## src/rtl/ifetch_hit_stage_if.sv

```systemverilog
// Signal bundle between the ifetch tag stage, L2 fill/rollback sources, the L1I
// data array and decode, as seen by the ifetch hit stage.
interface ifetch_hit_stage_if #(
    parameter int WAYS      = 4,
    parameter int SETS      = 64,
    parameter int TAG_WIDTH = 20,
    parameter int THREADS   = 4
);
    localparam int WAY_W  = $clog2(WAYS);
    localparam int SET_W  = $clog2(SETS);
    localparam int THR_W  = $clog2(THREADS);
    localparam int ADDR_W = $clog2(SETS * WAYS * 16);
    localparam int LINE_W = TAG_WIDTH + SET_W;

    logic                      ift_instruction_requested;
    logic [31:0]               ift_pc_paddr;
    logic [31:0]               ift_pc_vaddr;
    logic [THR_W-1:0]          ift_thread_idx;
    logic                      ift_tlb_hit;
    logic                      ift_tlb_present;
    logic                      ift_tlb_executable;
    logic [WAYS*TAG_WIDTH-1:0] ift_tag;
    logic [WAYS-1:0]           ift_valid;
    logic [WAYS-1:0]           l2i_itag_update_en;
    logic [SET_W-1:0]          l2i_itag_update_set;
    logic [TAG_WIDTH-1:0]      l2i_itag_update_tag;
    logic                      wb_rollback_en;
    logic [THR_W-1:0]          wb_rollback_thread_idx;
    logic                      ifd_data_read_en;
    logic [ADDR_W-1:0]         ifd_data_read_addr;
    logic [31:0]               l1i_read_data;
    logic                      ifd_instruction_valid;
    logic [31:0]               ifd_instruction;
    logic [31:0]               ifd_pc;
    logic [THR_W-1:0]          ifd_thread_idx;
    logic                      ifd_tlb_miss;
    logic                      ifd_page_fault;
    logic                      ifd_executable_fault;
    logic                      ifd_cache_miss;
    logic                      ifd_near_miss;
    logic [THR_W-1:0]          ifd_cache_miss_thread_idx;
    logic                      ifd_miss_request;
    logic [LINE_W-1:0]         ifd_miss_paddr;
    logic                      ifd_update_lru_en;
    logic [WAY_W-1:0]          ifd_update_lru_way;

    modport master (
        output ift_instruction_requested, ift_pc_paddr, ift_pc_vaddr, ift_thread_idx,
               ift_tlb_hit, ift_tlb_present, ift_tlb_executable, ift_tag, ift_valid,
               l2i_itag_update_en, l2i_itag_update_set, l2i_itag_update_tag,
               wb_rollback_en, wb_rollback_thread_idx, l1i_read_data,
        input  ifd_data_read_en, ifd_data_read_addr, ifd_instruction_valid,
               ifd_instruction, ifd_pc, ifd_thread_idx, ifd_tlb_miss, ifd_page_fault,
               ifd_executable_fault, ifd_cache_miss, ifd_near_miss,
               ifd_cache_miss_thread_idx, ifd_miss_request, ifd_miss_paddr,
               ifd_update_lru_en, ifd_update_lru_way
    );

    modport slave (
        input  ift_instruction_requested, ift_pc_paddr, ift_pc_vaddr, ift_thread_idx,
               ift_tlb_hit, ift_tlb_present, ift_tlb_executable, ift_tag, ift_valid,
               l2i_itag_update_en, l2i_itag_update_set, l2i_itag_update_tag,
               wb_rollback_en, wb_rollback_thread_idx, l1i_read_data,
        output ifd_data_read_en, ifd_data_read_addr, ifd_instruction_valid,
               ifd_instruction, ifd_pc, ifd_thread_idx, ifd_tlb_miss, ifd_page_fault,
               ifd_executable_fault, ifd_cache_miss, ifd_near_miss,
               ifd_cache_miss_thread_idx, ifd_miss_request, ifd_miss_paddr,
               ifd_update_lru_en, ifd_update_lru_way
    );
endinterface

```

## src/rtl/ifetch_hit_stage.sv

```systemverilog
// Instruction-fetch hit stage: way match, fault resolution, L1I data read and
// pending-miss tracking so concurrent misses to one line issue a single L2 request.
module ifetch_hit_stage #(
    parameter int WAYS      = 4,
    parameter int SETS      = 64,
    parameter int TAG_WIDTH = 20,
    parameter int THREADS   = 4
) (
    input  logic          clk,
    input  logic          reset,
    ifetch_hit_stage_if.slave bus
);
    localparam int WAY_W   = $clog2(WAYS);
    localparam int SET_W   = $clog2(SETS);
    localparam int THR_W   = $clog2(THREADS);
    localparam int LINE_W  = TAG_WIDTH + SET_W;
    localparam int TAG_LSB = 32 - TAG_WIDTH;

    logic [TAG_WIDTH-1:0] w_req_tag_p0;
    logic [SET_W-1:0]     w_set_p0;
    logic [3:0]           w_word_p0;
    logic [LINE_W-1:0]    w_line_p0;
    logic [LINE_W-1:0]    w_fill_line_p0;
    logic [WAYS-1:0]      w_way_hit_p0;
    logic [WAY_W-1:0]     w_hit_way_p0;
    logic                 w_hit_p0;
    logic                 w_fill_p0;
    logic                 w_near_p0;
    logic                 w_pend_hit_p0;
    logic                 w_live_p0;
    logic                 w_fault_p0;
    logic                 w_do_hit_p0;
    logic                 w_do_miss_p0;
    logic                 w_alloc_p0;
    logic                 w_unused_p0;

    logic                 r_vld_p1;
    logic                 r_hit_p1;
    logic [WAY_W-1:0]     r_lru_way_p1;
    logic [31:0]          r_pc_p1;
    logic [THR_W-1:0]     r_thread_p1;
    logic                 r_tlb_miss_p1;
    logic                 r_page_fault_p1;
    logic                 r_exec_fault_p1;
    logic                 r_miss_p1;
    logic                 r_near_p1;
    logic [THR_W-1:0]     r_miss_thread_p1;
    logic                 r_miss_req_p1;
    logic [LINE_W-1:0]    r_miss_line_p1;

    logic [THREADS-1:0]   r_pend_vld;
    logic [LINE_W-1:0]    r_pend_line [THREADS];

    // ---- S0: decode address, match ways, resolve fault / hit / near miss / merge
    assign w_req_tag_p0   = bus.ift_pc_paddr[31:TAG_LSB];
    assign w_set_p0       = bus.ift_pc_paddr[6 +: SET_W];
    assign w_word_p0      = bus.ift_pc_paddr[5:2];
    assign w_line_p0      = {w_req_tag_p0, w_set_p0};
    assign w_fill_line_p0 = {bus.l2i_itag_update_tag, bus.l2i_itag_update_set};
    assign w_unused_p0    = ^bus.ift_pc_paddr[1:0];

    always_comb begin
        w_way_hit_p0 = '0;
        w_hit_way_p0 = '0;
        for (int w = 0; w < WAYS; w++) begin
            w_way_hit_p0[w] = bus.ift_valid[w] &&
                              (bus.ift_tag[w*TAG_WIDTH +: TAG_WIDTH] == w_req_tag_p0);
            if (w_way_hit_p0[w])
                w_hit_way_p0 = w[WAY_W-1:0];
        end
    end

    always_comb begin
        w_pend_hit_p0 = 1'b0;
        for (int e = 0; e < THREADS; e++)
            if (r_pend_vld[e] && (r_pend_line[e] == w_line_p0))
                w_pend_hit_p0 = 1'b1;
    end

    assign w_hit_p0     = |w_way_hit_p0;
    assign w_fill_p0    = |bus.l2i_itag_update_en;
    assign w_near_p0    = !w_hit_p0 && w_fill_p0 && (w_fill_line_p0 == w_line_p0);
    assign w_fault_p0   = !bus.ift_tlb_hit || !bus.ift_tlb_present || !bus.ift_tlb_executable;
    // A rollback of the fetching thread kills everything it would produce in S1.
    assign w_live_p0    = bus.ift_instruction_requested &&
                          !(bus.wb_rollback_en && (bus.wb_rollback_thread_idx == bus.ift_thread_idx));
    assign w_do_hit_p0  = w_live_p0 && !w_fault_p0 && w_hit_p0;
    assign w_do_miss_p0 = w_live_p0 && !w_fault_p0 && !w_hit_p0 && !w_near_p0;
    assign w_alloc_p0   = w_do_miss_p0 && !w_pend_hit_p0;

    assign bus.ifd_data_read_en   = bus.ift_instruction_requested && !w_fault_p0 && w_hit_p0;
    assign bus.ifd_data_read_addr = {w_hit_way_p0, w_set_p0, w_word_p0};

    assert property (@(posedge clk) disable iff (!reset)
        bus.ift_instruction_requested |-> $onehot0(w_way_hit_p0));

    // ---- S0 -> S1 register boundary
    always_ff @(posedge clk or negedge reset) begin
        if (!reset) begin
            r_vld_p1         <= 1'b0;
            r_hit_p1         <= 1'b0;
            r_lru_way_p1     <= '0;
            r_pc_p1          <= '0;
            r_thread_p1      <= '0;
            r_tlb_miss_p1    <= 1'b0;
            r_page_fault_p1  <= 1'b0;
            r_exec_fault_p1  <= 1'b0;
            r_miss_p1        <= 1'b0;
            r_near_p1        <= 1'b0;
            r_miss_thread_p1 <= '0;
            r_miss_req_p1    <= 1'b0;
            r_miss_line_p1   <= '0;
        end else begin
            r_vld_p1         <= w_live_p0 && (w_fault_p0 || w_hit_p0);
            r_hit_p1         <= w_do_hit_p0;
            r_lru_way_p1     <= w_do_hit_p0 ? w_hit_way_p0 : '0;
            r_pc_p1          <= w_live_p0 ? bus.ift_pc_vaddr : '0;
            r_thread_p1      <= w_live_p0 ? bus.ift_thread_idx : '0;
            r_tlb_miss_p1    <= w_live_p0 && !bus.ift_tlb_hit;
            r_page_fault_p1  <= w_live_p0 && bus.ift_tlb_hit && !bus.ift_tlb_present;
            r_exec_fault_p1  <= w_live_p0 && bus.ift_tlb_hit && bus.ift_tlb_present &&
                                !bus.ift_tlb_executable;
            r_miss_p1        <= w_do_miss_p0;
            r_near_p1        <= w_live_p0 && !w_fault_p0 && w_near_p0;
            r_miss_thread_p1 <= w_do_miss_p0 ? bus.ift_thread_idx : '0;
            r_miss_req_p1    <= w_alloc_p0;
            r_miss_line_p1   <= w_alloc_p0 ? w_line_p0 : '0;
        end
    end

    // Pending-miss valids: fills retire matching lines, new requests claim the thread's slot.
    always_ff @(posedge clk or negedge reset) begin
        if (!reset) begin
            r_pend_vld <= '0;
        end else begin
            for (int e = 0; e < THREADS; e++)
                if (w_fill_p0 && (r_pend_line[e] == w_fill_line_p0))
                    r_pend_vld[e] <= 1'b0;
            if (w_alloc_p0)
                r_pend_vld[bus.ift_thread_idx] <= 1'b1;
        end
    end

    always_ff @(posedge clk) begin
        if (w_alloc_p0)
            r_pend_line[bus.ift_thread_idx] <= w_line_p0;
    end

    // ---- S1: registered results to decode; read data arrives from the array this cycle
    assign bus.ifd_instruction_valid     = r_vld_p1;
    assign bus.ifd_instruction           = r_hit_p1 ? bus.l1i_read_data : '0;
    assign bus.ifd_pc                    = r_pc_p1;
    assign bus.ifd_thread_idx            = r_thread_p1;
    assign bus.ifd_tlb_miss              = r_tlb_miss_p1;
    assign bus.ifd_page_fault            = r_page_fault_p1;
    assign bus.ifd_executable_fault      = r_exec_fault_p1;
    assign bus.ifd_cache_miss            = r_miss_p1;
    assign bus.ifd_near_miss             = r_near_p1;
    assign bus.ifd_cache_miss_thread_idx = r_miss_thread_p1;
    assign bus.ifd_miss_request          = r_miss_req_p1;
    assign bus.ifd_miss_paddr            = r_miss_line_p1;
    assign bus.ifd_update_lru_en         = r_hit_p1;
    assign bus.ifd_update_lru_way        = r_lru_way_p1;
endmodule

```

## src/flat_wrapper.sv

```systemverilog
// flat-port wrapper written by rule: the top's interface ports become plain ports
module ifetch_hit_stage_flat 
#(
    parameter int WAYS      = 4,
    parameter int SETS      = 64,
    parameter int TAG_WIDTH = 20,
    parameter int THREADS   = 4
)
  (clk, reset, bus_ift_instruction_requested, bus_ift_pc_paddr, bus_ift_pc_vaddr, bus_ift_thread_idx, bus_ift_tlb_hit, bus_ift_tlb_present, bus_ift_tlb_executable, bus_ift_tag, bus_ift_valid, bus_l2i_itag_update_en, bus_l2i_itag_update_set, bus_l2i_itag_update_tag, bus_wb_rollback_en, bus_wb_rollback_thread_idx, bus_l1i_read_data, bus_ifd_data_read_en, bus_ifd_data_read_addr, bus_ifd_instruction_valid, bus_ifd_instruction, bus_ifd_pc, bus_ifd_thread_idx, bus_ifd_tlb_miss, bus_ifd_page_fault, bus_ifd_executable_fault, bus_ifd_cache_miss, bus_ifd_near_miss, bus_ifd_cache_miss_thread_idx, bus_ifd_miss_request, bus_ifd_miss_paddr, bus_ifd_update_lru_en, bus_ifd_update_lru_way);
  ifetch_hit_stage_if #(.WAYS(WAYS), .SETS(SETS), .TAG_WIDTH(TAG_WIDTH), .THREADS(THREADS)) bus_i ();
  input  logic clk;
  input  logic reset;
  input wire logic [$bits(bus_i.ift_instruction_requested)-1:0] bus_ift_instruction_requested;
  input wire logic [$bits(bus_i.ift_pc_paddr)-1:0] bus_ift_pc_paddr;
  input wire logic [$bits(bus_i.ift_pc_vaddr)-1:0] bus_ift_pc_vaddr;
  input wire logic [$bits(bus_i.ift_thread_idx)-1:0] bus_ift_thread_idx;
  input wire logic [$bits(bus_i.ift_tlb_hit)-1:0] bus_ift_tlb_hit;
  input wire logic [$bits(bus_i.ift_tlb_present)-1:0] bus_ift_tlb_present;
  input wire logic [$bits(bus_i.ift_tlb_executable)-1:0] bus_ift_tlb_executable;
  input wire logic [$bits(bus_i.ift_tag)-1:0] bus_ift_tag;
  input wire logic [$bits(bus_i.ift_valid)-1:0] bus_ift_valid;
  input wire logic [$bits(bus_i.l2i_itag_update_en)-1:0] bus_l2i_itag_update_en;
  input wire logic [$bits(bus_i.l2i_itag_update_set)-1:0] bus_l2i_itag_update_set;
  input wire logic [$bits(bus_i.l2i_itag_update_tag)-1:0] bus_l2i_itag_update_tag;
  input wire logic [$bits(bus_i.wb_rollback_en)-1:0] bus_wb_rollback_en;
  input wire logic [$bits(bus_i.wb_rollback_thread_idx)-1:0] bus_wb_rollback_thread_idx;
  input wire logic [$bits(bus_i.l1i_read_data)-1:0] bus_l1i_read_data;
  output wire logic [$bits(bus_i.ifd_data_read_en)-1:0] bus_ifd_data_read_en;
  output wire logic [$bits(bus_i.ifd_data_read_addr)-1:0] bus_ifd_data_read_addr;
  output wire logic [$bits(bus_i.ifd_instruction_valid)-1:0] bus_ifd_instruction_valid;
  output wire logic [$bits(bus_i.ifd_instruction)-1:0] bus_ifd_instruction;
  output wire logic [$bits(bus_i.ifd_pc)-1:0] bus_ifd_pc;
  output wire logic [$bits(bus_i.ifd_thread_idx)-1:0] bus_ifd_thread_idx;
  output wire logic [$bits(bus_i.ifd_tlb_miss)-1:0] bus_ifd_tlb_miss;
  output wire logic [$bits(bus_i.ifd_page_fault)-1:0] bus_ifd_page_fault;
  output wire logic [$bits(bus_i.ifd_executable_fault)-1:0] bus_ifd_executable_fault;
  output wire logic [$bits(bus_i.ifd_cache_miss)-1:0] bus_ifd_cache_miss;
  output wire logic [$bits(bus_i.ifd_near_miss)-1:0] bus_ifd_near_miss;
  output wire logic [$bits(bus_i.ifd_cache_miss_thread_idx)-1:0] bus_ifd_cache_miss_thread_idx;
  output wire logic [$bits(bus_i.ifd_miss_request)-1:0] bus_ifd_miss_request;
  output wire logic [$bits(bus_i.ifd_miss_paddr)-1:0] bus_ifd_miss_paddr;
  output wire logic [$bits(bus_i.ifd_update_lru_en)-1:0] bus_ifd_update_lru_en;
  output wire logic [$bits(bus_i.ifd_update_lru_way)-1:0] bus_ifd_update_lru_way;
  assign bus_i.ift_instruction_requested = bus_ift_instruction_requested;
  assign bus_i.ift_pc_paddr = bus_ift_pc_paddr;
  assign bus_i.ift_pc_vaddr = bus_ift_pc_vaddr;
  assign bus_i.ift_thread_idx = bus_ift_thread_idx;
  assign bus_i.ift_tlb_hit = bus_ift_tlb_hit;
  assign bus_i.ift_tlb_present = bus_ift_tlb_present;
  assign bus_i.ift_tlb_executable = bus_ift_tlb_executable;
  assign bus_i.ift_tag = bus_ift_tag;
  assign bus_i.ift_valid = bus_ift_valid;
  assign bus_i.l2i_itag_update_en = bus_l2i_itag_update_en;
  assign bus_i.l2i_itag_update_set = bus_l2i_itag_update_set;
  assign bus_i.l2i_itag_update_tag = bus_l2i_itag_update_tag;
  assign bus_i.wb_rollback_en = bus_wb_rollback_en;
  assign bus_i.wb_rollback_thread_idx = bus_wb_rollback_thread_idx;
  assign bus_i.l1i_read_data = bus_l1i_read_data;
  assign bus_ifd_data_read_en = bus_i.ifd_data_read_en;
  assign bus_ifd_data_read_addr = bus_i.ifd_data_read_addr;
  assign bus_ifd_instruction_valid = bus_i.ifd_instruction_valid;
  assign bus_ifd_instruction = bus_i.ifd_instruction;
  assign bus_ifd_pc = bus_i.ifd_pc;
  assign bus_ifd_thread_idx = bus_i.ifd_thread_idx;
  assign bus_ifd_tlb_miss = bus_i.ifd_tlb_miss;
  assign bus_ifd_page_fault = bus_i.ifd_page_fault;
  assign bus_ifd_executable_fault = bus_i.ifd_executable_fault;
  assign bus_ifd_cache_miss = bus_i.ifd_cache_miss;
  assign bus_ifd_near_miss = bus_i.ifd_near_miss;
  assign bus_ifd_cache_miss_thread_idx = bus_i.ifd_cache_miss_thread_idx;
  assign bus_ifd_miss_request = bus_i.ifd_miss_request;
  assign bus_ifd_miss_paddr = bus_i.ifd_miss_paddr;
  assign bus_ifd_update_lru_en = bus_i.ifd_update_lru_en;
  assign bus_ifd_update_lru_way = bus_i.ifd_update_lru_way;
  ifetch_hit_stage #(.WAYS(WAYS), .SETS(SETS), .TAG_WIDTH(TAG_WIDTH), .THREADS(THREADS)) u_core (.clk(clk), .reset(reset), .bus(bus_i));
endmodule
```

## config.mk

```make
export PLATFORM = sky130hd
export DESIGN_NAME = ifetch_hit_stage_flat
export DESIGN_NICKNAME = d
export VERILOG_FILES = /design/src/rtl/ifetch_hit_stage_if.sv /design/src/rtl/ifetch_hit_stage.sv /design/src/flat_wrapper.sv
export SDC_FILE = /design/constraint.sdc
export NUM_CORES = 1
export LEC_CHECK = 0
export BUFFER_PORTS_ARGS = -buffer_cell sky130_fd_sc_hd__buf_4
export CELL_PAD_IN_SITES_DETAIL_PLACEMENT = 1
export CELL_PAD_IN_SITES_GLOBAL_PLACEMENT = 1
export CORE_ASPECT_RATIO = 1.5
export CORE_MARGIN = 3
export CORE_UTILIZATION = 42
export DETAILED_ROUTE_END_ITERATION = 8
export GPL_TIMING_DRIVEN = 0
export HOLD_SLACK_MARGIN = 0.12
export PLACE_DENSITY_LB_ADDON = 0.1
export SLEW_MARGIN = 30
export SYNTH_ARGS = -nofsm -noshare
export SYNTH_HDL_FRONTEND = slang
export SYNTH_SLANG_ARGS = --single-unit
```

## constraint.sdc

```tcl
create_clock -name clk -period 6.7 [get_ports clk]
set_clock_uncertainty 0.05 [all_clocks]
set_input_delay 0.335 -clock clk [delete_from_list [all_inputs] [get_ports clk]]
set_output_delay 0.335 -clock clk [all_outputs]
set_load 0.01 [all_outputs]
```

==> summary.md, run 1 <==
| Metric | Value |
|---|---|
| Yosys warns | 0 |
| GPL Wtd Cong | 0.926 |
| Min cycle time layout | 3.52 ns |
| Final setup fails | 0 |
| Max cap viols | 0 |
| Final Util | 60.5% |
| Synth unique cells | 35 |
| Max_slew headroom | 30.1% |
| # port buffers | 304 |
| Final-report hold violation count | 0 |
| Sequential share of the synthesized area | 50.3% |
| Critical Path RT | 6.85 ns |
| ANT cells | 0 |
| Cell with the most instances after synthesis | xnor2_1 |
| DR vias/cell | 5.12 |
| Root buffer cell | clkbuf_16 |
| Synth top area cells | edfxtp_1, dfrtp_1, xnor2_1 |
| FF-to-FF setup slack | 3.51 ns |
| Synthesized instance count | 848 |
| Via Count | 8,104 |
| Primary FF master, synth | edfxtp_1 |
| P_int | 1.97 mW |
| FF-to-FF End | u_core.r_pend_line[2][18]$_DFFE_PP_ |
| Leak | 5.92 nW |
| Last element of the critical path | u_core.r_pend_line[2][18]$_DFFE_PP_ |
| CORE AREA | 0.0232 mm2 |
| RSZ-0062 raised after global routing | no |
| Gate power share | 17.8% |
| Die X | 132 um |
| Antenna-violating nets left | 0 |
| VDD IR max | 0.263 mV |
| Largest net degree at the start of global routing | 77 |
| CTS tree | yes |
| Synthesized area per cell | 11.8 um2 |
| Number of synthesized flops with an enable pin | 104 |
| Post-route cell area | 0.0141 mm2 |
| Worst setup EP type | flop |
| Seq cells post-synth | 180 |
| Clock Tree Buf Depth | 2 |
| Status | finished, final reports clean |
| Sequential power share | 44.9% |
| Crit Path Category | primary input to flop |
| Die Y | 195 um |
| H-tree levels | 4 |
| Max-slew violation count | 0 |
| Placed Cells | 1,487 |
| Yosys top cell by area | edfxtp_1 |
| Hold_ws | 0.181 ns |
| Vias in the first global route | 8,976 |
| Final Net Count | 1,476 |
| Final period util | 52.6% |
| Arr. time, crit path | 3.68 ns |
| Drt wl/cell | 25.7 um |
| Setup TNS | 0 ns |
| Die ar. | 0.0257 mm2 |
| DRC viols | 0 |
| Power per Cell Area | 194 mW/mm2 |
| Crit. Startpoint | bus_ift_pc_paddr[9] |
| Min-delay worst type | primary input to flop |
| Max Clock Freq | 284 MHz |
| Sw Ratio | 27.6% |
| Sink Count | 180 |
| Layout area overhead | 40.7% |
| Top cell type's share of synthesized area | 31.3% |
| First-pass GRT wire length | 58.8 mm |
| Clock share of power | 37.3% |
| Initial Util | 43.0% |
| Drt initial violations | 465 |
| Placed cell area | 0.0128 mm2 |
| Inserted Clock Buffers | 17 |
| Synth cell count leaders | xnor2_1, edfxtp_1, xor2_1 |
| Global route total overflow | 0 |
| Mapped Area | 0.00999 mm2 |
| Mapped Nets | 1,069 |
| DP HPWL | 31.6 mm |
| First drt pass iteration count | 5 |
| Tightest Pin Transition | 1.04 ns |
| Cell Rows | 68 |
| FF-to-FF Start | u_core.r_pend_line[2][3]$_DFFE_PP_ |
| Total Routing Usage GR | 31.2% |
| R2R depth | 9 |
| Final WL | 40.6 mm |
| Ys async rst share | 42.2% |
| Initial antenna violation count | 0 |
| Critical-path maximum fanout | 10 |
| Num ports | 338 |
| Worst-Skew Late Latency | 0.45 ns |
| CP startpoint kind | primary input |
| Layout Cells excl Fill | 1,583 |
| Layout cell share with drive strength beyond 1 | 34.1% |
| Clk slew on worst S/H paths | 0.07 ns |
| Switching power total | 0.752 mW |
-- worst min-delay path by stage --
stage | startpoint | endpoint | slack, ns | cells past startpoint
4_1_cts | bus_ift_thread_idx[1] | u_core.bus.ifd_cache_miss_thread_idx[1]$_DFF_PN0_ | 0.15 | 3
6_report | bus_ift_thread_idx[1] | u_core.bus.ifd_cache_miss_thread_idx[1]$_DFF_PN0_ | 0.18 | 3
3_3_place_gp | u_core.r_pend_vld[1]$_DFF_PN0_ | u_core.r_pend_vld[1]$_DFF_PN0_ | 0.41 | 2
3_5_place_dp | u_core.r_pend_vld[1]$_DFF_PN0_ | u_core.r_pend_vld[1]$_DFF_PN0_ | 0.42 | 2
2_1_floorplan | reset | u_core.bus.ifd_cache_miss$_DFF_PN0_ | -0.01 | 0
5_1_grt | bus_ift_thread_idx[1] | u_core.bus.ifd_cache_miss_thread_idx[1]$_DFF_PN0_ | 0.20 | 3
-- critical path: stages --
cell and delay, ns:
dlygate4sd3_1 0.54, buf_4 0.16, buf_2 0.17, xnor2_1 0.37, nand4_1 0.20, nor4_1 0.58, nand4_1 0.21, nand4_2 0.29
buf_2 0.31, nor3_2 0.13, buf_4 0.19, buf_4 0.18
-- cell usage in the layout (no fill, tap or decap), types with 3 or more instances in the layout --
master	n
and2_1	69
and3_1	4
buf_2	22
buf_4	339
buf_6	5
clkbuf_1	32
clkbuf_16	18
clkinv_8	3
dfrtp_1	76
dlygate4sd3_1	64
edfxtp_1	104
inv_1	30
inv_6	4
nand2_1	11
nand3_1	8
nand4_1	57
nor2_1	5
nor3_1	20
nor3_2	18
nor4_1	29
nor4_2	4
xnor2_1	212
xor2_1	104
-- logic make-up after synthesis --
kind of cell,Yosys count,synth area share [%]
XOR/XNOR,316,27.7
buffers and inverters,108,5.70
AO/OA/AOI/OAI,9,1.06
AND/OR/NAND/NOR,235,15.3
flip-flops,180,50.3
-- layer usage --
layer  part of all wire, %  wire length, um  vias to the layer above  track usage [%]
li1                      -                -                     3644                -
met1                    34            13900                     4004             33.1
met2                    54            21800                      364             57.3
met3                   5.9             2400                       92             6.08
met4                   6.2             2510                        0             17.8
met5                     0                0                        -                0
-- cell type report --
class,instances,area [um2]
Sequential cell,180,5020
Fill cell,2475,9170
Timing Repair Buffer,388,3050
Buffer,77,453
Multi-Input combinational cell,560,4420
Inverter,31,116
Clock inverter,12,131
Tap cell,315,394
Clock buffer,20,468
-- sequential cells by signal, summed over array words and instances, names as in the netlist --
signal and cells:
u_core.bus.ifd_miss_request 1, u_core.bus.ifd_cache_miss_thread_idx 2, u_core.bus.ifd_instruction_valid 1, u_core.bus.ifd_thread_idx 2
u_core.bus.ifd_update_lru_en 1, u_core.bus.ifd_cache_miss 1, u_core.r_pend_vld 4, u_core.bus.ifd_miss_paddr 26
u_core.bus.ifd_near_miss 1, u_core.bus.ifd_executable_fault 1, u_core.bus.ifd_tlb_miss 1, u_core.bus.ifd_page_fault 1
u_core.bus.ifd_pc 32, u_core.r_pend_line 104, u_core.bus.ifd_update_lru_way 2
-- power by group through the flow --
stage               Sequential, mW  Combinational (mW)  Clock [mW]
detailed placement            1.24               0.446           0
global placement              1.24               0.436           0
finish                        1.22               0.484        1.02
global route                  1.22               0.514        1.08
floorplan                     1.25               0.214           0
CTS                           1.22               0.480        1.02
-- stage by stage --
step | power, mW | setup slack (ns)
after CTS | 2.72 | 3.24
after global routing | 2.81 | 3.14
after floorplan | 1.46 | 2.23
final | 2.72 | 3.18
after global placement | 1.68 | -0.601
after detailed placement | 1.69 | 3.34
-- repair_timing --
| item | 4_1_cts | 5_1_grt |
|---|---|---|
| hold endpoints to repair | 216 | 0 |
| gates resized for setup | 0 | 0 |
| setup endpoints to repair | 0 | 0 |
| buffers inserted | 0 | 0 |
| hold buffers | 64 | 0 |
No activity file was read; power rests on OpenSTA's default activity.
==> inputs of run 2 (changes only) <==
Settings changed: CORE_UTILIZATION 42 to 36.
Clock period 6.7 ns to 3 ns, I/O delays scaled along.
==> run 2 against run 1 <==
Compared with the run above:
- via count is 1.5% lower
- worst hold slack worse by 0.055 ns
- die area is 16% higher
- cell area is 1.4% higher
- first-iteration DRC count is 20% lower
- sequential cell count stayed put
- sequential power is 120% higher
- global-route usage is 3.6 points lower
- power is 120% higher
- combinational power is 130% higher
- clock-buffer cell count is 3 higher
- sequential share of layout area is 0.50 points lower
- critical endpoint is now u_core.r_pend_line[0][16]$_DFFE_PP_
==> summary.md, run 2 (synthesis results as in run 1) <==
| Metric | Value |
|---|---|
| Status | finished, final reports clean |
| Most frequent cells in the layout | buf_4, xnor2_1, xor2_1, edfxtp_1, dfrtp_1 |
| Max-slew violation count | 0 |
| Hold Path Sink | u_core.bus.ifd_miss_paddr[8]$_DFF_PN0_ |
| GR Layer Usage met3 | 5.24% |
| Critical Path RT | 3.11 ns |
| Max_slew headroom | 40.3% |
| Critical path's top delay family | buffers and inverters |
| Placed Cells | 1,509 |
| Most common cell after layout, fill and taps aside | buf_4 |
| Min-delay worst type | primary input to flop |
| Layout Cells excl Fill | 1,617 |
| Final Util | 52.2% |
| Crit. Startpoint | bus_ift_pc_paddr[19] |
| Root buffer cell | clkbuf_16 |
| Hold Path Cell Cnt | 4 |
| VDD IR max | 0.391 mV |
| R2R depth | 9 |
| Leak | 5.97 nW |
| Global route total overflow | 0 |
| Initial antenna violation count | 0 |
| Worst setup EP type | flop |
| Power per Cell Area | 423 mW/mm2 |
| Total Routing Usage GR | 27.7% |
| RSZ-0062 raised after global routing | no |
| CP startpoint kind | primary input |
| DRC viols | 0 |
| CP Buf/Inv Count | 7 |
| Arr. time, crit path | 2.99 ns |
| Total power | 6.04 mW |
| Max cap viols | 0 |
| H-tree levels | 4 |
| Die Y | 210 um |
| FF-to-FF setup slack | 0.14 ns |
| DP HPWL | 32.9 mm |
| Via Count | 7,979 |
| Cell Rows | 74 |
| Antenna-violating nets left | 0 |
| Critical-path maximum fanout | 10 |
| Layout cell share with drive strength beyond 1 | 34.3% |
| First drt pass iteration count | 5 |
| Final WL | 42.0 mm |
| Clk slew on worst S/H paths | 0.08 ns |
| # port buffers | 304 |
| Num ports | 338 |
| Final-report hold violation count | 0 |
| Met1 usage | 29.6% |
| Sink Count | 180 |
| Initial Util | 36.6% |
| Tightest Pin Transition | 0.888 ns |
| Drt initial violations | 371 |
| First-pass GRT wire length | 59.7 mm |
| Clock Tree Buf Depth | 2 |
| Biggest register | u_core.r_pend_line |
| FF-to-FF Start | u_core.r_pend_line[3][6]$_DFFE_PP_ |
| Layout area overhead | 42.7% |
| CP peak stage delay | 0.55 ns |
| GPL Wtd Cong | 0.921 |
| Final period util | 96.1% |
| Final Net Count | 1,484 |
| GR Util met2 | 51.9% |
| CP max stage cell | dlygate4sd3_1 |
| Inserted Clock Buffers | 17 |
| Min cycle time layout | 2.88 ns |
| HP Start | bus_ift_pc_paddr[14] |
| Drt wl/cell | 26.0 um |
| Worst-Skew Late Latency | 0.45 ns |
| Crit Path Category | primary input to flop |
| DR vias/cell | 4.93 |
| FF-to-FF End | u_core.r_pend_line[1][12]$_DFFE_PP_ |
| Largest net degree at the start of global routing | 77 |
| Die X | 142 um |
| Die ar. | 0.0298 mm2 |
| Max Clock Freq | 347 MHz |
| Final setup fails | 0 |
| CORE AREA | 0.0273 mm2 |
| ANT cells | 0 |
| Largest register FFs | 104 |
| Grt peak-use layer | met2 |
| CTS tree | yes |
| Vias in the first global route | 8,771 |
| CP Cell Sequence | dlygate4sd3_1, buf_4, buf_6, xor2_1, nor4_1, and3_1, a22oi_4, nand4_2, buf_6, nor4_4, buf_6, buf_4, buf_4 |
-- run 2: cell types whose count changed in the layout (fill, tap and decap cells not counted), sizes merged --
cell         change
dlygate4sd3      +8
clkbuf           +4
inv              -4
buf              -1
-- run 2: worst max path at each step --
stage,end,slack (ns),cells past startpoint
3_3_place_gp,u_core.r_pend_line[3][7]$_DFFE_PP_,-2.87,8
4_1_cts,u_core.r_pend_line[2][15]$_DFFE_PP_,0.01,9
3_5_place_dp,u_core.r_pend_line[2][15]$_DFFE_PP_,-0.20,10
5_1_grt,u_core.r_pend_line[0][25]$_DFFE_PP_,0.0009,13
6_report,u_core.r_pend_line[0][16]$_DFFE_PP_,0.12,13
2_1_floorplan,u_core.r_pend_line[2][0]$_DFFE_PP_,-0.56,8
-- run 2: tightest hold or removal path: stages --
cell and delay (ns):
buf_4 0.12, buf_4 0.19, inv_1 0.08, nor3_1 0.05
-- run 2: area by class of cell --
class,instances,area (um2)
Buffer,76,448
Clock buffer,23,510
Clock inverter,8,65.1
Fill cell,2889,13100
Inverter,31,116
Multi-Input combinational cell,560,4490
Sequential cell,180,5020
Tap cell,342,428
Timing Repair Buffer,397,3180
-- run 2: power breakdown --
part / internal, mW / leakage (nW) / switching [mW]
clock network: 1.21 / 0.284 / 1.00
logic: 0.546 / 3.73 / 0.553
registers: 2.69 / 1.95 / 0.0424
-- run 2: stage by stage --
step | hold WS (ns) | setup WS (ns) | TNS [ns] | instance area, um2
2_1_floorplan | -0.196 | -0.555 | -39.89 | 10000
3_3_place_gp | 0.262 | -2.87 | -258.18 | 12700
3_5_place_dp | 0.273 | -0.195 | -5.87 | 12900
4_1_cts | 0.122 | 0.0139 | 0 | 14200
5_1_grt | 0.127 | 0.000932 | 0 | 14300
6_report | 0.127 | 0.117 | 0 | 14300
-- run 2: routing by layer --
metal | share of wire [%] | wire length [um] | up-vias
met5 | 0 | 0 | -
met4 | 4.5 | 1890 | 0
met3 | 5.3 | 2210 | 72
met2 | 54 | 22700 | 309
met1 | 36 | 15100 | 3942
li1 | - | - | 3656
-- run 2: timing repair --
| item | CTS | global route |
|---|---|---|
| pin swaps | 1 | 2 |
| buffers inserted | 1 | 5 |
| resized for setup | 2 | 7 |
| endpoints found under the hold margin | 227 | 0 |
| hold buffers | 72 | 0 |
| endpoints found under the setup margin | 25 | 43 |
| gates cloned | 0 | 0 |
